## src/rtl/ram_arb_pkg.sv

```systemverilog
// Shared types and constants for the word-to-byte RAM arbiter.
package ram_arb_pkg;

  localparam int WORD_BYTES  = 4;
  localparam int NUM_MASTERS = 2;

  typedef enum logic [2:0] {
    IDLE,
    RD_A,
    RD_B,
    RD_C,
    WR
  } state_t;

  // Index of the lowest set lane in a byte-enable mask (0 when the mask is empty).
  function automatic logic [1:0] lowest_lane(input logic [WORD_BYTES-1:0] mask);
    lowest_lane = 2'd0;
    for (int k = WORD_BYTES - 1; k >= 0; k--) begin
      if (mask[k]) lowest_lane = 2'(k);
    end
  endfunction

endpackage

```

## src/rtl/ram_word_arbiter_if.sv

```systemverilog
// Word-master bus shared by the two masters and the arbiter.
interface ram_word_arbiter_if #(
  parameter int AW = 10
);

  logic [1:0]    i_req;
  logic [1:0]    i_we;
  logic [AW-1:0] i_addr  [2];
  logic [31:0]   i_wdata [2];
  logic [3:0]    i_be    [2];
  logic [1:0]    o_gnt;
  logic [1:0]    o_done;
  logic [31:0]   o_rdata;

  modport master (
    output i_req, i_we, i_addr, i_wdata, i_be,
    input  o_gnt, o_done, o_rdata
  );

  modport slave (
    input  i_req, i_we, i_addr, i_wdata, i_be,
    output o_gnt, o_done, o_rdata
  );

endinterface

```

## src/rtl/ram_arb_rr.sv

```systemverilog
// Two-way round-robin picker: on contention the master not served last wins.
module ram_arb_rr (
  input  logic       clk,
  input  logic       rst_n,
  input  logic [1:0] req,
  input  logic       accept,
  output logic [1:0] gnt
);

  // 1 = m1 was served last, so m0 wins the first contention after reset.
  logic last_q;

  // Pick the winner among the active requests.
  always_comb begin
    // NOTE: default assignment first so every path drives gnt and no latch is inferred.
    gnt = 2'b00;
    case (req)
      2'b01:   gnt = 2'b01;
      2'b10:   gnt = 2'b10;
      2'b11:   gnt = last_q ? 2'b01 : 2'b10;
      default: gnt = 2'b00;
    endcase
  end

  // Remember who was served on every accepted grant.
  always_ff @(posedge clk or negedge rst_n) begin
    if (!rst_n) begin
      last_q <= 1'b1;
    end else if (accept) begin
      // NOTE: non-blocking assignment for all clocked state avoids simulation races.
      last_q <= gnt[1];
    end
  end

endmodule

```

## src/rtl/ram_word_arbiter.sv

```systemverilog
// Shares a byte RAM (two read ports, one write port, 1-cycle reads) between
// two 32-bit word masters. Reads fetch two bytes per cycle; writes issue one
// enabled byte lane per cycle.
// Build option: define RAM_ARB_FIXED_PRIO_EN for fixed priority (m0 wins);
// default build uses the round-robin picker.
module ram_word_arbiter
  import ram_arb_pkg::*;
#(
  parameter int AW = 10
) (
  input  logic          clk,
  input  logic          rst_n,
  ram_word_arbiter_if.slave bus,
  output logic          o_ram_we,
  output logic [AW-1:0] o_ram_waddr,
  output logic [7:0]    o_ram_wdata,
  output logic [AW-1:0] o_ram_raddr,
  output logic [AW-1:0] o_ram_raddr2,
  input  logic [7:0]    i_ram_rdata,
  input  logic [7:0]    i_ram_rdata2
);

  state_t                state_q;
  logic                  cur_q;
  logic [AW-1:0]         base_q;
  logic [31:0]           wdata_q;
  logic [WORD_BYTES-1:0] mask_q;
  logic [15:0]           lo_q;

  logic [1:0]            gnt_vec;
  logic                  accept;
  logic                  win;

  logic [WORD_BYTES-1:0] sel_mask;
  logic [31:0]           sel_data;
  logic [AW-1:0]         sel_base;
  logic [1:0]            lane;

  assign accept    = (state_q == IDLE) && (|bus.i_req);
  assign win       = gnt_vec[1];
  assign bus.o_gnt = accept ? gnt_vec : 2'b00;

`ifdef RAM_ARB_FIXED_PRIO_EN
  assign gnt_vec = bus.i_req[0] ? 2'b01 : {bus.i_req[1], 1'b0};
`else
  ram_arb_rr u_rr (
    .clk    (clk),
    .rst_n  (rst_n),
    .req    (bus.i_req),
    .accept (accept),
    .gnt    (gnt_vec)
  );
`endif

  // Lane source: the incoming request while idle, the latched request in WR,
  // so the first byte write is scheduled on the grant edge itself.
  always_comb begin
    sel_mask = mask_q;
    sel_data = wdata_q;
    sel_base = base_q;
    if (state_q == IDLE) begin
      sel_mask = bus.i_be[win];
      sel_data = bus.i_wdata[win];
      sel_base = bus.i_addr[win] & ~AW'(3);
    end
    lane = lowest_lane(sel_mask);
  end

  // Arbiter FSM with registered RAM-side and completion outputs.
  always_ff @(posedge clk or negedge rst_n) begin
    if (!rst_n) begin
      state_q      <= IDLE;
      cur_q        <= 1'b0;
      base_q       <= '0;
      wdata_q      <= '0;
      mask_q       <= '0;
      lo_q         <= '0;
      bus.o_done   <= '0;
      bus.o_rdata  <= '0;
      o_ram_we     <= 1'b0;
      o_ram_waddr  <= '0;
      o_ram_wdata  <= '0;
      o_ram_raddr  <= '0;
      o_ram_raddr2 <= '0;
    end else begin
      bus.o_done <= '0;
      case (state_q)
        IDLE: begin
          if (accept) begin
            cur_q   <= win;
            base_q  <= sel_base;
            wdata_q <= sel_data;
            if (bus.i_we[win]) begin
              state_q     <= WR;
              o_ram_we    <= |sel_mask;
              o_ram_waddr <= sel_base + AW'(lane);
              o_ram_wdata <= sel_data[8*lane +: 8];
              mask_q      <= sel_mask & ~(WORD_BYTES'(1) << lane);
            end else begin
              state_q      <= RD_A;
              o_ram_raddr  <= sel_base;
              o_ram_raddr2 <= sel_base + AW'(1);
            end
          end
        end
        RD_A: begin
          o_ram_raddr  <= base_q + AW'(2);
          o_ram_raddr2 <= base_q + AW'(3);
          state_q      <= RD_B;
        end
        RD_B: begin
          lo_q    <= {i_ram_rdata2, i_ram_rdata};
          state_q <= RD_C;
        end
        RD_C: begin
          bus.o_rdata       <= {i_ram_rdata2, i_ram_rdata, lo_q};
          bus.o_done[cur_q] <= 1'b1;
          state_q           <= IDLE;
        end
        WR: begin
          if (|sel_mask) begin
            o_ram_we    <= 1'b1;
            o_ram_waddr <= sel_base + AW'(lane);
            o_ram_wdata <= sel_data[8*lane +: 8];
            mask_q      <= sel_mask & ~(WORD_BYTES'(1) << lane);
          end else begin
            o_ram_we          <= 1'b0;
            bus.o_done[cur_q] <= 1'b1;
            state_q           <= IDLE;
          end
        end
        default: state_q <= IDLE;
      endcase
    end
  end

endmodule

```

## src/flat_wrapper.sv

```systemverilog
// flat-port wrapper written by rule: the top's interface ports become plain ports
module ram_word_arbiter_flat import ram_arb_pkg::*;
#(
  parameter int AW = 10
)
  (clk, rst_n, o_ram_we, o_ram_waddr, o_ram_wdata, o_ram_raddr, o_ram_raddr2, i_ram_rdata, i_ram_rdata2, bus_i_req, bus_i_we, bus_i_addr, bus_i_wdata, bus_i_be, bus_o_gnt, bus_o_done, bus_o_rdata);
  ram_word_arbiter_if #(.AW(AW)) bus_i ();
  input  logic clk;
  input  logic rst_n;
  output logic o_ram_we;
  output logic [AW-1:0] o_ram_waddr;
  output logic [7:0] o_ram_wdata;
  output logic [AW-1:0] o_ram_raddr;
  output logic [AW-1:0] o_ram_raddr2;
  input  logic [7:0] i_ram_rdata;
  input  logic [7:0] i_ram_rdata2;
  input wire logic [$bits(bus_i.i_req)-1:0] bus_i_req;
  input wire logic [$bits(bus_i.i_we)-1:0] bus_i_we;
  input wire logic [$bits(bus_i.i_addr)-1:0] bus_i_addr;
  input wire logic [$bits(bus_i.i_wdata)-1:0] bus_i_wdata;
  input wire logic [$bits(bus_i.i_be)-1:0] bus_i_be;
  output wire logic [$bits(bus_i.o_gnt)-1:0] bus_o_gnt;
  output wire logic [$bits(bus_i.o_done)-1:0] bus_o_done;
  output wire logic [$bits(bus_i.o_rdata)-1:0] bus_o_rdata;
  assign bus_i.i_req = bus_i_req;
  assign bus_i.i_we = bus_i_we;
  assign bus_i.i_addr = {>>{bus_i_addr}};
  assign bus_i.i_wdata = {>>{bus_i_wdata}};
  assign bus_i.i_be = {>>{bus_i_be}};
  assign bus_o_gnt = bus_i.o_gnt;
  assign bus_o_done = bus_i.o_done;
  assign bus_o_rdata = bus_i.o_rdata;
  ram_word_arbiter #(.AW(AW)) u_core (.clk(clk), .rst_n(rst_n), .bus(bus_i), .o_ram_we(o_ram_we), .o_ram_waddr(o_ram_waddr), .o_ram_wdata(o_ram_wdata), .o_ram_raddr(o_ram_raddr), .o_ram_raddr2(o_ram_raddr2), .i_ram_rdata(i_ram_rdata), .i_ram_rdata2(i_ram_rdata2));
endmodule
```

## config.mk

```make
export PLATFORM = sky130hd
export DESIGN_NAME = ram_word_arbiter_flat
export DESIGN_NICKNAME = d
export VERILOG_FILES = /design/src/rtl/ram_arb_pkg.sv /design/src/rtl/ram_word_arbiter_if.sv /design/src/rtl/ram_arb_rr.sv /design/src/rtl/ram_word_arbiter.sv /design/src/flat_wrapper.sv
export SDC_FILE = /design/constraint.sdc
export NUM_CORES = 1
export LEC_CHECK = 0
export ABC_AREA = 0
export CAP_MARGIN = 5
export CORE_MARGIN = 2
export CORE_UTILIZATION = 45
export CTS_CLUSTER_DIAMETER = 200
export CTS_CLUSTER_SIZE = 28
export DETAILED_ROUTE_END_ITERATION = 10
export PLACE_DENSITY_LB_ADDON = 0.2
export SLEW_MARGIN = 30
export SYNTH_ARGS = -nofsm -noshare
export SYNTH_HDL_FRONTEND = slang
export SYNTH_SLANG_ARGS = --single-unit
```

## constraint.sdc

```tcl
create_clock -name clk -period 3.17 [get_ports clk]
set_clock_uncertainty 0.2 [all_clocks]
set_input_delay 0.7925 -clock clk [delete_from_list [all_inputs] [get_ports clk]]
set_output_delay 0.7925 -clock clk [all_outputs]
set_load 0.01 [all_outputs]
```

### After elaboration in Yosys (flattened, before gate mapping)

Index checks and enable logic that the tools add are counted.

| word-level totals | value |
|---|---|
| register bits | 140 |
| input port bits | 114 |
| output and inout port bits | 75 |
| word-level logic and storage cells | 102 |

| cells by class | value |
|---|---|
| add/subtract/negate cells | 4 |
| magnitude comparators | 4 |
| eq/ne operators | 12 |
| shifts and indexed selects | 2 |
| multiplexer cells | 51 |
| bitwise operators | 3 |
| reductions and logical operators | 12 |

Operators with widths:

| cell | count |
|---|---|
| 2-to-1 mux 32 bit | 4 |
| 2-to-1 mux 10 bit | 11 |
| one-hot mux 10 bit (2 select lines) | 3 |
| indexed part select 32 x 6 -> 8 bit | 1 |
| 2-to-1 mux 4 bit | 7 |
| 2-to-1 mux 8 bit | 3 |
| adder 10 x 2 -> 10 bit (second input constant) | 2 |
| one-hot mux 8 bit (2 select lines) | 1 |
| 2-to-1 mux 2 bit | 7 |
| one-hot mux 3 bit (4 select lines) | 1 |
| adder 10 x 1 -> 10 bit (second input constant) | 1 |
| adder 10 x 2 -> 10 bit | 1 |
| 2-to-1 mux 3 bit | 3 |
| one-hot mux 4 bit (2 select lines) | 1 |
| equality test 3 x 2 -> 1 bit (second input constant) | 2 |
| 2-to-1 mux 1 bit | 6 |
| inequality test 2 bit (second input constant) | 3 |
| one-hot mux 2 bit (3 select lines) | 1 |
| AND reduction 3 bit | 2 |
| bitwise AND 4 bit | 1 |
| equality test 2 bit (second input constant) | 2 |
| less-than comparator 1 x 2 -> 1 bit (second input constant) | 2 |
| inequality test 2 x 1 -> 1 bit (second input constant) | 2 |
| NOT 4 bit | 1 |
| other kinds (17) | 20 |

### Depth between registers and ports, before layout

| depth | value |
|---|---|
| depth after elaboration | 17 |
| gate-level depth with buffers | 16 |
| mapped depth without buffers | 11 |

### By module

From an unflattened synthesis, not the netlist that was laid out.

| unflattened totals | value |
|---|---|
| cells, all modules | 802 |
| area total of the unflattened synthesis | 7319.5 um2 |

By module, submodules not included:

| module | instances | cells an instance | area each (um2) | sequential area each (um2) |
|---|---|---|---|---|
| ram_word_arbiter | 1 | 797 | 7255.7 | 3478.3 |
| ram_arb_rr | 1 | 5 | 63.8 | 26.3 |

### Worst setup path before layout

No wires, ideal clock.

| path | value |
|---|---|
| path type | in2reg |
| start point | in bus_i_req[1] |
| end point | reg u_core.o_ram_waddr[9] |
| library setup time | 0.082 ns |
| arrival | 3.439 ns |
| required time | 2.888 ns |
| setup slack | -0.551 ns |
| stages | 16 |
| buffers on the path | 5 |
| cell sequence | buf_4 a21bo_1 buf_4 buf_4 buf_4 buf_2 nand2_1 a21oi_1 a21oi_1 a21boi_1 ha_1 a21oi_1 a211oi_4 nand3b_4 or4_1 a31oi_1 |

| on the way | value |
|---|---|
| cells in the longest elaborated chain, start to end | 15 |
| elaborated cells between the ends (all ways) | 31 |
| classes of those cells | add/sub: 1; eq/ne: 6; mux: 19; bitwise: 1; reduce/logical: 4 |

Ends and longest elaborated chain:

| item | line | source |
|---|---|---|
| from (decl) | flat_wrapper.sv:17 | `input wire logic [$bits(bus_i.i_req)-1:0] bus_i_req;` |
| equality test 2 bit or equality test 2 x 1 -> 1 bit (tied branches) | ram_arb_rr.sv:17 | `case (req)` |
| one-hot mux 2 bit (3 select lines) | ram_arb_rr.sv:17 |  |
| NOT 1 -> 2 bit (not written as such) | ram_word_arbiter.sv:62, ram_word_arbiter.sv:64 |  |
| 2-to-1 mux 4 bit (not written as such) (3 in series) | ram_word_arbiter.sv:62 | `sel_mask = bus.i_be[win];` |
| 2-to-1 mux 4 bit | ram_word_arbiter.sv:61 | `if (state_q == IDLE) begin` |
| 2-to-1 mux 2 bit (4 in series) | ram_arb_pkg.sv:19 | `if (mask[k]) lowest_lane = 2'(k);` |
| adder 10 x 2 -> 10 bit | ram_word_arbiter.sv:96, ram_word_arbiter.sv:123 |  |
| 2-to-1 mux 10 bit | ram_word_arbiter.sv:93 | `if (bus.i_we[win]) begin` |
| 2-to-1 mux 10 bit | ram_word_arbiter.sv:89 | `if (accept) begin` |
| one-hot mux 10 bit (2 select lines) | ram_word_arbiter.sv:87 | `case (state_q)` |
| to (signal assigned) | ram_word_arbiter.sv:96 | `o_ram_waddr <= sel_base + AW'(lane);` |
| to (signal assigned) | ram_word_arbiter.sv:123 | `o_ram_waddr <= sel_base + AW'(lane);` |
| to (decl) | ram_word_arbiter.sv:15 | `output logic [AW-1:0] o_ram_waddr,` |

Several ways; a longest one is shown, not always the timed one. The select of a mux whose other input is x is not followed.
A chain may end at the register's enable or synchronous reset.

### Worst setup path after layout

| path | value |
|---|---|
| start point | in bus_i_req[0] |
| end point | reg u_core.o_ram_waddr[7] |

The elaborated chain is that of the path after synthesis.

==> results.toml <==
[sta]
timing.final.crit_share = 0.950
finalMaxSlewViolations = 0
relSlewSlack = 0.515
rsz0062_at_grt = "no"
clock.fmax_mhz = 332
tightestPinTransition_ns = 0.728
hold_viol = 0
fin_ws_ns = 0.158
finalSetupViolCount = 0
timing.hold.ws_ns = 0.152
period_needed_ns = 3.01

[outcome]
outcome = "complete, no violations"

[synthesis]
synth-seq-cells = 140
ys_warn_count = 0
syn_nets = 883
ys_types = 57
synth_top_area_share = 0.475
synth_largest_area_cell = "dfrtp_1"
synthArstFlopShare = 1.00
avgSynthCellArea_sq_um = 9.62
synth_cells = 762
synth_edf_count = 0
yosysSeqAreaShare = 0.478
ys_top_cells_by_area = "dfrtp_1 47%, mux2_2 7.7%, nand2_1 5.5%"
syn_area_sq_um = 7330
synth_flop_cell = "dfrtp_1"

[pwr]
clock_power_share = 0.187
p_comb_frac = 0.509
p_leak_uw = 0.00447
vdd_drop_max_uv = 720
intPower_uw = 6480
switching_share = 0.388
power_switching_uw = 4120
p_per_area_nw_per_um2 = 1020
seq_power_share = 0.304

[cells_and_area]
mostFrequentLayoutCells = "179 x clkdlybuf4s50_1, 139 x dfrtp_1, 107 x nand2_1, 71 x nor2_1, 61 x buf_4"
utilization = 0.652
synthToLayoutAreaGrowth_pct = 41.4
layout_commonest_cell = "clkdlybuf4s50_1"
nNetsFinal = 1092
drive_above_1_share = 0.177
fillers = 1323

[global_route]
antenna_found_initial = 2
overflow = 0
grt_pass1_wl_mm = 32.5
grt_max_degree = 64
grt_pass1_vias = 6358
grtUsageTotal = 0.234

[critical_path]
worstSetupPathType = "in2reg"
end_kind = "flop"
cp_top_family = "buffers and inverters"
critPathBufInv = 4
worst_ep_required_time_ns = 3.28
slowest_stage = "a21oi_1"
worst-path-max-fanout = 23
critical_path.startpoint_type = "primary input"
cp_common_cell = "buf_4"
cp.arrival_ns = 3.12
slowest_delay_ns = 0.61
cp_cell_sequence = "dlygate4sd2_1 > buf_4 > a21bo_2 > buf_4 > mux2i_1 > a21oi_1 > nand3b_4 > buf_4 > xnor2_1 > o21ai_1"

[route]
met3WireLength_mm = 1.69
wire_per_inst_microns = 16.4
met2_length_mm = 8.71
drtPass1Iterations = 7
top_layer = "met4"
drc = 0
ant_nets = 0
drt-met1-wl_mm = 9.01
via_per_inst = 5.31
via_count = 6386
drt_wl_total_mm = 19.7
first_iter_violations = 477

[worst_hold_path]
hold_class = "in2async"

[floorplanning]
start_util = 0.461
dieArea_sq_um = 17300
die_h_microns = 132
io_pins = 189
row_count = 46
die_w_microns = 132
core_sq_um = 15900

[placed_design]
routabilityCongestion = 0.859
dp_hpwl_mm = 14.2
pre_cts_slack_ns = -0.552
portBuffers = 184

[cts]
clockBufferDepth = 2
path_clk_slew_ns = 0.06
clockRootBuffer = "clkbuf_16"
cts_tree = "built"
cts.sinks = 140
clk_latency_ns = 0.43
cts_buffers = 17
htreeDepth = 4

[run]
max-cap-violations = 0
per-layer routing:
metal / track usage / vias to the layer above
met3: 0.0748 / 24
met5: 0 / -
met4: 0.0797 / 0
met2: 0.344 / 247
met1: 0.325 / 3017
li1: - / 3098
synth_stat cells (3+ instances only):
master / count
o21a_1: 3
nor3_1: 4
ha_1: 6
nand2b_1: 6
mux2_2: 50
nand4_1: 3
a21o_1: 6
a31oi_1: 20
o31ai_1: 11
a21oi_1: 28
a22oi_1: 3
dfrtp_1: 139
buf_2: 10
a41oi_1: 8
o221ai_1: 3
a211oi_1: 17
nand2_1: 107
clkbuf_1: 35
inv_1: 10
nand3_1: 39
o21ai_0: 45
nor2_1: 73
xnor2_1: 17
mux2i_1: 32
buf_4: 7
xor2_1: 10
and2_1: 3
o21ai_1: 21
nor2b_1: 7
buf_1: 6
cell families (layout without fill, tap and decap cells):
logic type	Yosys count	in the layout	share of synthesized area
AOI/OAI and AO/OA	182	182	0.161
xor gates and xnor gates	27	27	0.0323
adders and majority gates	7	7	0.0130
buffers and inverters	70	292	0.0422
DFF	140	140	0.478
muxes	82	82	0.121
other	0	2	0
and+or+nand+nor	254	254	0.153
worst register-to-register path: stages (launching register included):
cell and delay (ns):
dfrtp_1 0.46, or3_1 0.57, a21oi_1 0.19, a21oi_1 0.07, a21boi_1 0.20, ha_2 0.22
a21oi_2 0.07, a211oi_4 0.21, nand3b_4 0.10, or4_1 0.40, a31oi_1 0.17
repair_timing:
action                     CTS  global route
buffers inserted             1             1
resized for setup           12             5
setup endpoints to repair    3            15
hold buffers                 0             0
pin swaps                    4             3
final cells by class:
cell class	count	area, sq um	area share
antenna	2	5.00	0.000483
clock buffer	18	429	0.0414
clock inverter	14	163	0.0157
inverter	11	41.3	0.00399
multi-input combinational	552	3580	0.346
sequential	140	3500	0.338
tap	216	270	0.0261
timing repair buffer	249	2370	0.229
worst paths after layout:
check,startpoint,to,slack (ns),depth (start not counted)
max,bus_i_req[0],u_core.o_ram_waddr[7],0.16,10
min,rst_n,u_core.o_ram_raddr2[3],0.15,1
max reg2reg,u_core.state_q[1],u_core.o_ram_waddr[9],0.24,10
min reg2reg,u_core.cur_q,u_core.bus.o_done[0],0.26,1
max in group asynchronous,rst_n,u_core.bus.o_done[1],1.96,2
min in group clk,u_core.cur_q,u_core.bus.o_done[0],0.26,1
sequential cells by signal, indices dropped and copies added, names as in the netlist:
| name | flops |
|---|---|
| u_core.bus.o_rdata | 32 |
| u_core.base_q | 10 |
| u_core.o_ram_we | 1 |
| u_core.cur_q | 1 |
| u_core.mask_q | 4 |
| u_core.o_ram_wdata | 8 |
| u_core.bus.o_done | 2 |
| u_core.o_ram_raddr | 10 |
| u_core.u_rr.last_q | 1 |
| u_core.lo_q | 16 |
| u_core.wdata_q | 32 |
| u_core.o_ram_raddr2 | 10 |
| u_core.state_q | 3 |
| u_core.o_ram_waddr | 10 |
power groups by stage:
stage	registers, uW	clock network (uW)	logic [uW]
after detailed placement	3250	0	5320
after global routing	3340	2100	5940
after floorplan	3240	0	3030
after global placement	3200	0	5260
final	3220	1990	5390
after CTS	3220	2020	5380
stage by stage:
stage	instances	setup TNS [ns]	total power [uW]	cell area, sq um
2_1_floorplan	762	-0.475	6270	7370
3_3_place_gp	1166	-13.09	8460	9710
3_5_place_dp	1166	-13.45	8570	9710
4_1_cts	1199	0	10600	10300
5_1_grt	1202	0	11400	10400
6_report	1202	0	10600	10400
No activity file was read; power rests on OpenSTA's default activity.
